**config.mk**
```make
export PLATFORM = sky130hd
export DESIGN_NAME = posit_pack_pipe
export DESIGN_NICKNAME = d
export VERILOG_FILES = /design/src/rtl/posit_pkg.sv /design/src/rtl/posit_round_rne.sv /design/src/rtl/posit_pack_pipe.sv
export SDC_FILE = /design/constraint.sdc
export NUM_CORES = 1
export LEC_CHECK = 0
export BUFFER_PORTS_ARGS = -buffer_cell sky130_fd_sc_hd__buf_2
export CAP_MARGIN = 20
export CELL_PAD_IN_SITES_DETAIL_PLACEMENT = 0
export CELL_PAD_IN_SITES_GLOBAL_PLACEMENT = 2
export CORE_MARGIN = 3
export CORE_UTILIZATION = 35
export DETAILED_ROUTE_END_ITERATION = 8
export PLACE_DENSITY = 0.88
export RECOVER_POWER = 50
export SLEW_MARGIN = 20
export SYNTH_ARGS = -nofsm -noshare
export SYNTH_HDL_FRONTEND = slang
export SYNTH_HIERARCHICAL = 1
export SYNTH_SLANG_ARGS = --single-unit
```
**constraint.sdc**
```tcl
create_clock -name clk -period 6.16 [get_ports clk]
set_input_delay 0 -clock clk [delete_from_list [all_inputs] [get_ports clk]]
set_output_delay 0 -clock clk [all_outputs]
set_load 0.05 [all_outputs]
```
**src/rtl/posit_pkg.sv**
```systemverilog
// posit_pkg: shared posit constants and the unpacked-field record exchanged
// between the add/subtract datapath and the packer.
package posit_pkg;
    localparam int POSIT_N  = 32;
    localparam int POSIT_ES = 4;
    localparam int RS       = $clog2(POSIT_N);
    localparam int MAXPOS_K = POSIT_N - 2;
    localparam int MINPOS_K = -(POSIT_N - 1);
    localparam logic [POSIT_N-1:0] NAR = {1'b1, {(POSIT_N-1){1'b0}}};

    typedef struct packed {
        logic                     sign;
        logic signed [RS:0]       k;
        logic [POSIT_ES-1:0]      exponent;
        logic [POSIT_N-1:0]       mantissa;
        logic                     inf;
        logic                     zero;
    } posit_fields_t;
endpackage

```
**src/rtl/posit_round_rne.sv**
```systemverilog
// posit_round_rne: truncates the assembled regime/exponent/fraction vector to
// the N-1 bit body and rounds it to nearest, ties to even.
module posit_round_rne #(
    parameter int N  = 32,
    parameter int ES = 4,
    parameter int W  = 2 * N + ES
) (
    input  logic [W-1:0] vec,
    output logic [N-2:0] body,
    output logic         guard,
    output logic         sticky,
    output logic [N-2:0] rounded
);
    always_comb begin
        body    = vec[W-1 -: N-1];
        guard   = vec[W-N];
        sticky  = |vec[W-N-1:0];
        rounded = body + (N-1)'(guard & (sticky | body[0]));
    end
endmodule

```
**src/rtl/posit_pack_pipe.sv**
```systemverilog
// posit_pack_pipe: three-stage posit encoder (field capture, regime assembly
// with rounding, sign application) under a single stall-everything enable.
module posit_pack_pipe #(
    parameter int N  = posit_pkg::POSIT_N,
    parameter int ES = posit_pkg::POSIT_ES,
    parameter int RS = $clog2(N)
) (
    input  logic               clk,
    input  logic               rst_n,
    input  logic               in_valid,
    output logic               in_ready,
    input  logic               sign,
    input  logic signed [RS:0] k,
    input  logic [ES-1:0]      exponent,
    input  logic [N-1:0]       mantissa,
    input  logic               inf,
    input  logic               zero,
    output logic               out_valid,
    input  logic               out_ready,
    output logic [N-1:0]       out_posit
);
    localparam int W = 2 * N + ES;
    localparam logic signed [RS:0] K_MAX  = (RS+1)'(N - 2);
    localparam logic signed [RS:0] K_MIN  = (RS+1)'(1 - N);
    localparam logic [RS:0]        M_FULL = (RS+1)'(N - 1);

    logic en;
    logic v1, s1, inf1, z1, max1, min1, r1;
    logic [RS:0] m1;
    logic [ES-1:0] e1;
    logic [N-2:0] f1;
    logic v2, s2, inf2, z2;
    logic [N-2:0] mag2;
    logic signed [W-1:0] pre, asm;
    logic [N-2:0] body, rounded;
    logic guard, sticky, to_zero;
    logic hidden_unused;

    assign en = ~out_valid | out_ready;
    assign in_ready = en;
    assign hidden_unused = mantissa[N-1];

    // Regime is built by sign-extending the run bit: shift {r,~r,...} right by m-1.
    always_comb begin
        pre = (m1 == M_FULL) ? $signed({r1, e1, f1, {N{1'b0}}})
                             : $signed({r1, ~r1, e1, f1, {(N-1){1'b0}}});
        asm = pre >>> (m1 - 1'b1);
        to_zero = (body == '0) & ~(guard & sticky);
    end

    posit_round_rne #(.N(N), .ES(ES), .W(W)) u_round (
        .vec(asm),
        .body(body),
        .guard(guard),
        .sticky(sticky),
        .rounded(rounded)
    );

    always_ff @(posedge clk) begin
        if (!rst_n) begin
            {v1, s1, inf1, z1, max1, min1, r1} <= '0;
            m1 <= '0;
            e1 <= '0;
            f1 <= '0;
            {v2, s2, inf2, z2} <= '0;
            mag2 <= '0;
            out_valid <= 1'b0;
            out_posit <= '0;
        end else if (en) begin
            v1 <= in_valid;
            s1 <= sign;
            inf1 <= inf;
            z1 <= zero;
            max1 <= k >= K_MAX;
            min1 <= k <= K_MIN;
            r1 <= ~k[RS];
            m1 <= k[RS] ? -k : k + 1'b1;
            e1 <= exponent;
            f1 <= mantissa[N-2:0];
            v2 <= v1;
            s2 <= s1;
            inf2 <= inf1;
            z2 <= z1;
            mag2 <= max1 ? '1 : (min1 | to_zero) ? (N-1)'(1) : rounded;
            out_valid <= v2;
            out_posit <= inf2 ? {1'b1, {(N-1){1'b0}}} :
                         z2   ? '0 :
                         s2   ? -{1'b0, mag2} : {1'b0, mag2};
        end
    end
endmodule

```
* After elaboration in Yosys (flattened, before gate mapping)
Cells that the tools add are included. Widths: inputs -> output; s select.
Storage, ports and cells: flip-flop bits (word level) 116, output and inout port bits 34, bits of input ports 49, word-level logic and storage cells 45
Operators by class: $lt $le $gt $ge 2, mux-type cells 7, bitwise gates (word level) 10, reduce and logical (&&, ||, !) cells 2, shift-type cells 1, equality and inequality tests 1, add/subtract/negate cells 5
Operators with widths (number):
- $mux 32 | 3
- $sshr 68x6->68 | 1
- $mux 67 | 1
- $mux 31 | 2
- $reduce_or 36->1 | 1
- $neg 31->32 | 1
- $add 31x31->31 | 1
- $and 1x31->31 | 1
- $logic_not 31->1 | 1
- $add 6x1->6 const B | 1
- $eq 6x5->1 const B | 1
- $ge 6x6->1 const B | 1
- $le 6x6->1 const B | 1
- $mux 6 | 1
- $neg 6->6 | 1
- $sub 6x1->6 const B | 1
- $not 1->1 | 4
- $or 1x1->1 | 3
- $and 1x1->1 | 2

* Logic depth before layout (Yosys ltp)
Gate-level depths: netlist of run 1.
word-level depth 10, mapped depth 23, depth with buffers taken out 18

* Hierarchy
The synthesis of run 1 kept the hierarchy.
Modules (own cells, without submodules):
- posit_pack_pipe | cells an instance 1401, area an instance 9889.5 um^2, seq. area each 2322.2 um^2, times used 1
- posit_round_rne | cells an instance 129, area an instance 927.1 um^2, seq. area each 0.0 um^2, times used 1

* Worst setup path after synthesis of run 1
OpenSTA, ideal clock, no wires.
path type reg2reg, from register m1[0], to register mag2[0], setup time 0.095 ns, cell stages (with the launch flop) 22, clock period less this slack 4.733 ns, arrival 4.638 ns, setup slack 1.427 ns, path buffers 6, required time 6.065 ns, path through dfxtp_1 inv_1 buf_2 buf_1 ha_1 buf_6 xnor2_4 buf_6 buf_2 a32oi_1 a221oi_1 mux2i_1 mux4_2 nand2_1 o31ai_1 nor4_1 nand4_1 or3_1 a2111oi_0 nor2_1 clkbuf_1 a221oi_1
On the way: cells in the longest elaborated chain, start to end 10, elaborated cells on any way between the ends 15, classes of those cells add/sub: 2; eq/ne: 1; shift: 1; mux: 3; bitwise: 6; reduce/logical: 2
RTL lines:
- from (decl) | line posit_pack_pipe.sv:29 | logic [RS:0] m1;
- from (signal assigned) | line posit_pack_pipe.sv:77 | m1 <= k[RS] ? -k : k + 1'b1;
- branches (longest 2 deep; another with $sub 6x1->6)
- $sshr 68x6->68 * | line posit_pack_pipe.sv:47 | asm = pre >>> (m1 - 1'b1);
- via asm[34] | line posit_pack_pipe.sv:34 | logic signed [W-1:0] pre, asm;
- $reduce_or 36->1 * | line posit_round_rne.sv:17 | sticky = |vec[W-N-1:0];
- via sticky | line posit_pack_pipe.sv:36 | logic guard, sticky, to_zero;
- branches (longest 4 deep; another with $add 31x31->31)
- $mux 31 * (2 in a row) | line posit_pack_pipe.sv:84 | mag2 <= max1 ? '1 : (min1 | to_zero) ? (N-1)'(1) : rounded;
- to (signal assigned) | line posit_pack_pipe.sv:84
- to (decl) | line posit_pack_pipe.sv:33 | logic [N-2:0] mag2;
Mark *: on every way through the listed nets, which the timed path passes. A chain may end at the register's enable or synchronous reset.

* Worst setup path after layout of run 1
from register m1[2], to register mag2[1]
Same word-level chain as after synthesis.

==> results of run 1 <==
==> path summary, 6_finish.rpt <==
check	endpoint	slack, ps	startpoint
setup reg to reg	mag2[1]$_SDFFE_PN0P_	520	m1[2]$_SDFFE_PN0P_
hold / removal	mag2[15]$_SDFFE_PN0P_	90	rst_n
setup / recovery	mag2[1]$_SDFFE_PN0P_	520	m1[2]$_SDFFE_PN0P_
hold reg to reg	out_posit[29]$_SDFFE_PN0P_	450	out_posit[29]$_SDFFE_PN0P_
==> stage by stage <==
stage          cell area, µm²  hold WS, ps  setup WS (ps)
4_1_cts                 12600         37.0            618
6_report                12600         92.6            518
3_5_place_dp            11600          247            658
2_1_floorplan           10800          140           1430
5_1_grt                 12600          102            180
3_3_place_gp            11600          245            628
==> routing by layer <==
layer	up-vias	part of all wire (%)	track usage, %
met5	-	0	0
met4	0	2.8	8.38
met2	510	43	35.9
li1	5801	-	-
met1	5695	47	34.1
met3	73	6.9	3.57
==> worst max-delay path, delay by kind of cell (launching register included) <==
family / cells / cell delay, ps
AND/OR/NAND/NOR: 7 / 1900
multiplexers: 2 / 830
flip-flops: 1 / 690
AO/OA/AOI/OAI: 6 / 1730
buffers and inverters: 1 / 190
==> layout make-up <==
cell class,instances,area (µm²),area share [%]
inverters,20,75.1,0.598
flip-flops and latches,116,2320,18.5
repair buffers,216,1530,12.1
multi-input cells,1222,7580,60.4
well taps,390,488,3.89
clock buffers,20,457,3.64
clock inverters,12,106,0.847
==> sequential cells by signal, summed over array words and instances (netlist names), 4 cells and up <==
signal and flops:
out_posit 32, f1 31, mag2 31, m1 6
e1 4
==> placed cells by master, fill, tap and decap left out, types with 33 or more instances in the layout <==
| master | count |
|---|---|
| o21ai_0 | 98 |
| dfxtp_1 | 114 |
| a21oi_1 | 135 |
| buf_4 | 83 |
| clkbuf_1 | 36 |
| nor2_1 | 146 |
| nand3_1 | 38 |
| dlygate4sd3_1 | 47 |
| xnor2_1 | 45 |
| nand2_1 | 208 |
| buf_2 | 48 |
| a22oi_1 | 33 |
==> power breakdown <==
group          internal, mW  switching (mW)  leakage (nW)
Combinational         0.784            1.28          3.43
Sequential            0.845           0.117         0.959
Clock                 0.573           0.360         0.268
Total                  2.20            1.75          4.65
==> logic make-up after synthesis <==
logic type	synth area share (%)
and+or+nand+nor	25.0
AOI/OAI and AO/OA	33.8
adders and majority gates	0.925
DFF	21.5
buffers and inverters	8.94
xor gates and xnor gates	5.93
muxes	4.00
==> results_dict.tcl, run 1 <==
set metrics [dict create \
    outcome "finished with violations" \
    violations "capacitance limit, slew limit" \
    dr.pass1.iters 8 \
    grt_first_pass_wirelength_um 64100 \
    synth_top_area_share_pct 21.5 \
    numCtsBuffers 17 \
    reg2reg_depth 16 \
    finalNonFillerCells 1996 \
    gp_congestion 0.977 \
    grt_pass1_vias 11400 \
    ys_async_sr_fraction_pct 0 \
    cts_tree "yes" \
    wl_per_cell_um 19.8 \
    portBuffers 81 \
    slew_violations 77 \
    cts_hold_buf 47 \
    die_y_um 182 \
    wirelength_um 39600 \
    drc_errors 0 \
    cpPeakStageDelay_ps 790 \
    layout-drive-gt1-share_pct 13.7 \
    ys_warn_count 6 \
    fin_util_pct 41.8 \
    finalPower_mw 3.96 \
    tightest_slew_ps 3370 \
    antenna_found_initial 0 \
    cap_viol_max_count 1 \
    ys_top_cells_by_count "nand2_1 (208), nor2_1 (147), a21oi_1 (135), dfxtp_1 (116), o21ai_0 (98)" \
    ys_types 97 \
    ys_seq_elements 116 \
    yosysMostFrequentCell "nand2_1" \
    yosysSeqAreaShare_pct 21.5 \
    cts_setup_buffers 0 \
    fmax_mhz 177 \
    hp-class "in -> reg" \
    path_class "reg -> reg" \
    ios 83 \
    synth_area_leaders "dfxtp_1 (21%), nand2_1 (7.2%), a21oi_1 (6.2%), nor2_1 (5.1%), o21ai_0 (4.5%)" \
    path_clk_slew_ps 60 \
    place_inst 1917 \
    syn_inst 1530 \
    rsz0062_at_grt "false" \
    power_density_nw_per_um2 315 \
    cts_sinks 116 \
    clkLatencyLatePin_ps 440 \
    viasPerCell 6.05 \
    overflow 0 \
    die_area_um2 33000 \
    setup-violations-final 0 \
    start_util_pct 36.0 \
    vias 12100 \
    syn_area_per_cell_um2 7.07 \
    hold_viol 0 \
    place_hpwl_um 28300 \
    fin_setup_tns_ps 0 \
    cts.repair.resized 0 \
    yosys.area.top_type "dfxtp_1" \
    vdd_ir_drop_max_mv 0.208 \
    maxSlewHeadroom_pct -125 \
    grt_max_degree 91 \
    critical_path_peak_fanout 31 \
    cp_slowest_cell "a221oi_1" \
    placeableCoreArea_um2 30000 \
    hold_depth 3 \
    grt_usage_pct 23.7 \
    antenna_cells 0 \
    synth_nets 1587 \
    ant_nets 0 \
    area_growth_pct 16.1 \
    crit_arrival_ps 5810 \
    layout_min_cycle_time_ps 5640 \
    p_leak_nw 4.65 \
    nNetsFinal 1650 \
    drt-initial-drc-count 1186 \
    finalCritPeriodShare_pct 91.6 \
    crit_required_ps 6330 \
    synthesis.area_um2 10800 \
    clock-root-buffer "clkbuf_16" \
    synth_ff_type "dfxtp_1" \
    clk_path_buf_depth 2 \
    rows 63 \
    path_cells "nand3b_4 -> nor2_1 -> o21ai_1 -> a221oi_1 -> mux2i_1 -> mux4_2 -> nand2_1 -> o31ai_1 -> nor4_1 -> nand4_1 -> or3_1 -> a2111oi_0 -> buf_4 -> nor2_4 -> a21oi_1 -> a211oi_1" \
    critPathLaunchType "flip-flop" \
    die_w_um 182 \
    skew_ps 13.6 \
    fillerInstances 3164 \
    critPathCaptureType "flip-flop" \
    h-tree-depth 4 \
    synth_edf_count 0 \
]
Note: power is estimated with default switching activity, not from simulation.
==> run 2, diff against run 1 <==
--- a/config.mk
+++ b/config.mk
@@ -12,7 +12,8 @@
 export CORE_MARGIN = 3
 export CORE_UTILIZATION = 35
 export DETAILED_ROUTE_END_ITERATION = 8
-export PLACE_DENSITY = 0.88
+export HOLD_SLACK_MARGIN = 0.1
+export PLACE_DENSITY_LB_ADDON = 0.1
 export RECOVER_POWER = 50
 export SLEW_MARGIN = 20
 export SYNTH_ARGS = -nofsm -noshare
==> results_dict.tcl, run 2 (synthesis results as in run 1) <==
set metrics [dict create \
    outcome "finished with violations" \
    violations "capacitance limit, slew limit" \
    final_common_cell "nand2_1" \
    cts.repair.resized 0 \
    drt-initial-drc-count 1177 \
    area_growth_pct 15.7 \
    min_from "mantissa[2]" \
    dr.pass1.iters 5 \
    drc_errors 0 \
    fin_area_um2 12500 \
    gp_congestion 0.956 \
    numCtsBuffers 17 \
    clkLatencyLatePin_ps 430 \
    rr_startpoint "m1[2]$_SDFFE_PN0P_" \
    cpMostUsedCell "mux2_2" \
    power_density_nw_per_um2 321 \
    grt_first_pass_wirelength_um 67200 \
    portBuffers 81 \
    nNetsFinal 1641 \
    skew_ps 12.2 \
    cts_tree "yes" \
    critical_path_peak_fanout 38 \
    ant_nets 0 \
    die_y_um 182 \
    path_clk_slew_ps 60 \
    reg2reg_to "mag2[1]$_SDFFE_PN0P_" \
    rrSetupSlack_ps 530 \
    hold_viol 0 \
    antenna_found_initial 0 \
    place_hpwl_um 31100 \
    fin_setup_tns_ps 0 \
    path_cells "and3b_4 -> nand2_2 -> a31oi_1 -> o2111ai_1 -> mux2_2 -> mux2_2 -> mux2i_1 -> o32ai_1 -> nor4_1 -> nand4_1 -> or3_1 -> a2111oi_0 -> buf_4 -> nor2_4 -> a21oi_1 -> a211oi_1" \
    clk_path_buf_depth 2 \
    wl_per_cell_um 21.3 \
    die_area_um2 33000 \
    grt_pass1_vias 11600 \
    maxSlewHeadroom_pct -131 \
    fillerInstances 3215 \
    hold_depth 4 \
    cap_viol_max_count 2 \
    wirelength_um 42400 \
    viasPerCell 6.05 \
    cts_sinks 116 \
    cp-startpoint "m1[2]$_SDFFE_PN0P_" \
    wl_met3_um 2900 \
    regArea_um2 2320 \
    layout-drive-gt1-share_pct 13.0 \
    start_util_pct 36.0 \
    dpl_cell_area_um2 11500 \
    hp-class "in -> reg" \
    rsz0062_at_grt "false" \
    critical_path.top_delay_family "simple AND/OR/NAND/NOR gates" \
    placeableCoreArea_um2 30000 \
    fmax_mhz 178 \
    p_leak_nw 4.62 \
    slew_violations 167 \
    multi_input_area_um2 7580 \
    ios 83 \
    reg2reg_depth 16 \
    min_to "f1[2]$_SDFFE_PN0P_" \
    grt_usage_pct 25.3 \
    cp_slowest_cell "dfxtp_1" \
    critPathLaunchType "flip-flop" \
    path_class "reg -> reg" \
    finalCritPeriodShare_pct 91.5 \
    top_layer "met4" \
    clock-root-buffer "clkbuf_16" \
    die_w_um 182 \
    cpPeakStageDelay_ps 710 \
    met1_length_um 21000 \
    wl_met2_um 17600 \
    grt_max_degree 90 \
    crit_required_ps 6320 \
    largest_reg_flops 32 \
    layout_min_cycle_time_ps 5630 \
    worstPathBufferInverterCount 1 \
    setup-violations-final 0 \
    vias 12000 \
    h-tree-depth 4 \
    vdd_ir_drop_max_mv 0.221 \
    critPathCaptureType "flip-flop" \
    rows 63 \
    regMostFlops "out_posit" \
    tightest_slew_ps 3470 \
    reg.largest.list "out_posit: 32 flops, f1: 31 flops, mag2: 31 flops" \
    final_cell_mix "nand2_1 (208), nor2_1 (146), a21oi_1 (135)" \
    crit_arrival_ps 5800 \
    cts_setup_buffers 0 \
    overflow 0 \
]
-- run 2: worst max-delay path by stage --
stage / slack, ps / endpoint / depth (start not counted)
after floorplan: 1430 / mag2[0]$_SDFFE_PN0P_ / 21
after global placement: 600 / mag2[30]$_SDFFE_PN0P_ / 18
after detailed placement: 760 / mag2[29]$_SDFFE_PN0P_ / 18
after CTS: 720 / mag2[1]$_SDFFE_PN0P_ / 18
after global routing: 190 / mag2[1]$_SDFFE_PN0P_ / 16
final: 530 / mag2[1]$_SDFFE_PN0P_ / 16
-- run 2: final cells by class --
type | instances | share of cell area (%)
multi-input cells | 1222 | 60.6
flip-flops and latches | 116 | 18.6
repair buffers | 207 | 11.6
well taps | 390 | 3.90
clock buffers | 19 | 3.46
clock inverters | 13 | 1.27
inverters | 20 | 0.600
diodes | 1 | 0.0200
-- run 2: power breakdown --
| group | total [mW] | leakage (nW) | internal [mW] | switching (mW) |
|---|---|---|---|---|
| combinational | 2.06 | 3.37 | 0.750 | 1.31 |
| sequential | 0.969 | 0.959 | 0.845 | 0.124 |
| clock | 0.992 | 0.283 | 0.633 | 0.359 |
-- run 2: stage by stage --
stage          utilization [%]  hold WS, ps  power [mW]  setup WS [ps]  std cells
6_report                  41.7          352        4.02            527       1988
5_1_grt                   41.6          356        4.26            189       1987
4_1_cts                   41.9          318        4.02            715       1987
3_5_place_dp              38.2          248        2.98            762       1905
3_3_place_gp              38.2          247        2.99            598       1905
2_1_floorplan                -          140        2.42           1430       1530
-- run 2: per-layer routing --
layer | GRT usage (%) | vias up
met4 | 7.92 | 0
met1 | 37.8 | 5736
met5 | 0 | -
li1 | - | 5794
met3 | 5.15 | 59
met2 | 36.3 | 438
-- run 2: timing repair --
action | CTS | global route
hold buffers | 50 | 0
hold endpoints to repair | 77 | 0
endpoints found under the setup margin | 0 | 0
-- run 2: tightest hold or removal path: stages --
cell and delay [ps]:
dlygate4sd3_1 520, buf_2 110, nand2_1 40, a21oi_1 50
==> run 3, diff against run 2 <==
--- a/config.mk
+++ b/config.mk
@@ -5,15 +5,17 @@
 export SDC_FILE = /design/constraint.sdc
 export NUM_CORES = 1
 export LEC_CHECK = 0
+export ABC_AREA = 1
 export BUFFER_PORTS_ARGS = -buffer_cell sky130_fd_sc_hd__buf_2
 export CAP_MARGIN = 20
 export CELL_PAD_IN_SITES_DETAIL_PLACEMENT = 0
 export CELL_PAD_IN_SITES_GLOBAL_PLACEMENT = 2
 export CORE_MARGIN = 3
-export CORE_UTILIZATION = 35
+export CORE_UTILIZATION = 32
 export DETAILED_ROUTE_END_ITERATION = 8
 export HOLD_SLACK_MARGIN = 0.1
-export PLACE_DENSITY_LB_ADDON = 0.1
+export MAX_ROUTING_LAYER = met4
+export PLACE_DENSITY = 0.81
 export RECOVER_POWER = 50
 export SLEW_MARGIN = 20
 export SYNTH_ARGS = -nofsm -noshare
==> results_dict.tcl, run 3 <==
set metrics [dict create \
    outcome "finished with violations" \
    violations "capacitance limit, slew limit" \
    grt_usage_pct 22.8 \
    clock-root-buffer "clkbuf_16" \
    synth_top_family_by_area "simple AND/OR/NAND/NOR gates" \
    ys_seq_elements 116 \
    synthSimpleGateAreaFrac_pct 51.1 \
    drt-initial-drc-count 1116 \
    crit_arrival_ps 5220 \
    clkLatencyLatePin_ps 430 \
    finalPower_mw 3.94 \
    synthAdderAreaFrac_pct 0.985 \
    overflow 0 \
    final_cell_mix "nand2_1 (593), nand3_1 (408), dfxtp_1 (116)" \
    die_area_um2 33900 \
    crit_required_ps 6510 \
    hp-class "in -> reg" \
    cts.repair.resized 0 \
    slew_violations 35 \
    start_util_pct 32.9 \
    final_common_cell "nand2_1" \
    ys_top_cells_by_count "nand2_1 (593), nand3_1 (408), dfxtp_1 (116), a21oi_1 (110), nor2_1 (107)" \
    yosys.area.top_type "dfxtp_1" \
    finalCritPeriodShare_pct 79.1 \
    syn_inst 1816 \
    synth_nets 1873 \
    grt_pass1_vias 10800 \
    ys_types 38 \
    critical_path_peak_fanout 23 \
    wl_per_cell_um 16.6 \
    yosysSeqAreaShare_pct 22.9 \
    antenna_cells 0 \
    p_leak_nw 5.53 \
    fillerInstances 3541 \
    vias 11600 \
    ys_async_sr_fraction_pct 0 \
    h-tree-depth 4 \
    drc_errors 0 \
    placeableCoreArea_um2 30900 \
    place_inst 2174 \
    synth_area_leaders "dfxtp_1 (23%), nand2_1 (22%), nand3_1 (20%), a21oi_1 (5.4%), o21ai_0 (5.0%)" \
    synthMuxAreaShare_pct 0 \
    area_growth_pct 15.1 \
    tightest_slew_ps 2160 \
    gp_congestion 0.962 \
    fmax_mhz 205 \
    ys_warn_count 6 \
    hold_viol 0 \
    viasPerCell 5.16 \
    layout-drive-gt1-share_pct 7.37 \
    synth_compound_area_share_pct 11.6 \
    path_clk_slew_ps 60 \
    grt_first_pass_wirelength_um 59800 \
    nNetsFinal 1904 \
    numCtsBuffers 17 \
    place_hpwl_um 28500 \
    ant_nets 0 \
    finalNonFillerCells 2256 \
    yosysMostFrequentCell "nand2_1" \
    cts_sinks 116 \
    portBuffers 81 \
    synth_xor_area_share_pct 3.09 \
    regMostFlops "out_posit" \
    cap_viol_max_count 1 \
    reg.largest.list "out_posit: 32 flops, f1: 31 flops, mag2: 31 flops" \
    largest_reg_flops 32 \
    antenna_found_initial 0 \
    setup-violations-final 0 \
    die_w_um 184 \
    fin_area_um2 11700 \
    rsz0062_at_grt "false" \
    synth_edf_count 0 \
    cts_tree "yes" \
    rows 64 \
    vdd_ir_drop_max_mv 0.164 \
    ios 83 \
    die_y_um 184 \
    critPathLaunchType "flip-flop" \
    synthesis.area_um2 10200 \
    cts_setup_buffers 0 \
    dr.pass1.iters 5 \
    grt_max_degree 84 \
    synth_top_area_share_pct 22.9 \
    cts_hold_buf 50 \
    fin_setup_tns_ps 0 \
    synth_ff_type "dfxtp_1" \
    clk_path_buf_depth 2 \
    maxSlewHeadroom_pct -44.6 \
    critPathCaptureType "flip-flop" \
    path_class "reg -> reg" \
    layout_min_cycle_time_ps 4870 \
    skew_ps 13.5 \
    dpl_cell_area_um2 10600 \
    power_density_nw_per_um2 337 \
    wirelength_um 37400 \
    fin_util_pct 37.8 \
    syn_area_per_cell_um2 5.59 \
]
-- run 3: cell count changes in the layout (fill, tap and decap cells not counted), sizes merged, moves of 33 or more --
cell,delta
xnor2,-38
nand2,+386
a22oi,-33
inv,+83
buf,-53
nand3,+370
nor2,-34
-- run 3: layout make-up --
class                      count  area [µm²]  area share, %
multi-input combinational   1455        6820           58.4
sequential                   116        2320           19.9
timing repair buffer         152        1030           8.82
tap                          396         495           4.24
clock buffer                  19         453           3.87
inverter                     105         394           3.37
clock inverter                13         173           1.48
-- run 3: worst max-delay path, stage by stage, from the launching register on --
cell	delay (ps)
dfxtp_1	610
ha_1	250
nand3_1	130
nor2_2	600
buf_4	380
nand2_1	110
nand3_1	100
nand3_1	150
nand3_1	160
nand3_1	160
nand3_1	190
nand3_1	140
nand2_1	120
nor2_1	50
nand4_1	60
nor2_1	60
nand2_1	150
nand2_1	70
nand2_1	70
nor2_1	50
a21oi_2	670
buf_4	310
nand2_1	70
a21oi_1	120
-- run 3: per-stage QoR --
stage	setup WS [ps]	hold slack, ps
floorplan	2620	167
global placement	1350	263
detailed placement	1350	262
CTS	1310	240
global route	605	304
finish	1290	269
-- run 3: report_power, final --
| group | internal [mW] | leakage, nW | total [mW] | switching (mW) |
|---|---|---|---|---|
| combinational | 0.576 | 4.28 | 1.95 | 1.38 |
| clock | 0.662 | 0.293 | 1.04 | 0.380 |
| sequential | 0.851 | 0.959 | 0.944 | 0.0928 |
-- run 3: path summary, 6_finish.rpt --
path	from	end	slack, ps	cells past startpoint
min reg2reg	out_posit[14]$_SDFFE_PN0P_	out_posit[14]$_SDFFE_PN0P_	460	2
max reg2reg	m1[0]$_SDFFE_PN0P_	mag2[5]$_SDFFE_PN0P_	1290	23
max	m1[0]$_SDFFE_PN0P_	mag2[5]$_SDFFE_PN0P_	1290	23
min	k[0]	m1[1]$_SDFFE_PN0P_	270	5
-- run 3: cell families (layout without fill, tap and decap cells) --
family | count (synthesis) | after routing
fa+ha+maj | 8 | 8
compound gates | 227 | 227
flops | 116 | 116
xor+xnor | 35 | 35
buf+inv | 245 | 289
simple gates | 1185 | 1185
-- run 3: per-layer routing --
layer | GRT usage (%) | up-vias | routed length, µm
li1 | - | 6051 | -
met1 | 35.3 | 5309 | 20700
met2 | 31.6 | 260 | 14700
met3 | 2.92 | 21 | 1690
met4 | 3.87 | 0 | 301
met5 | - | - | 0
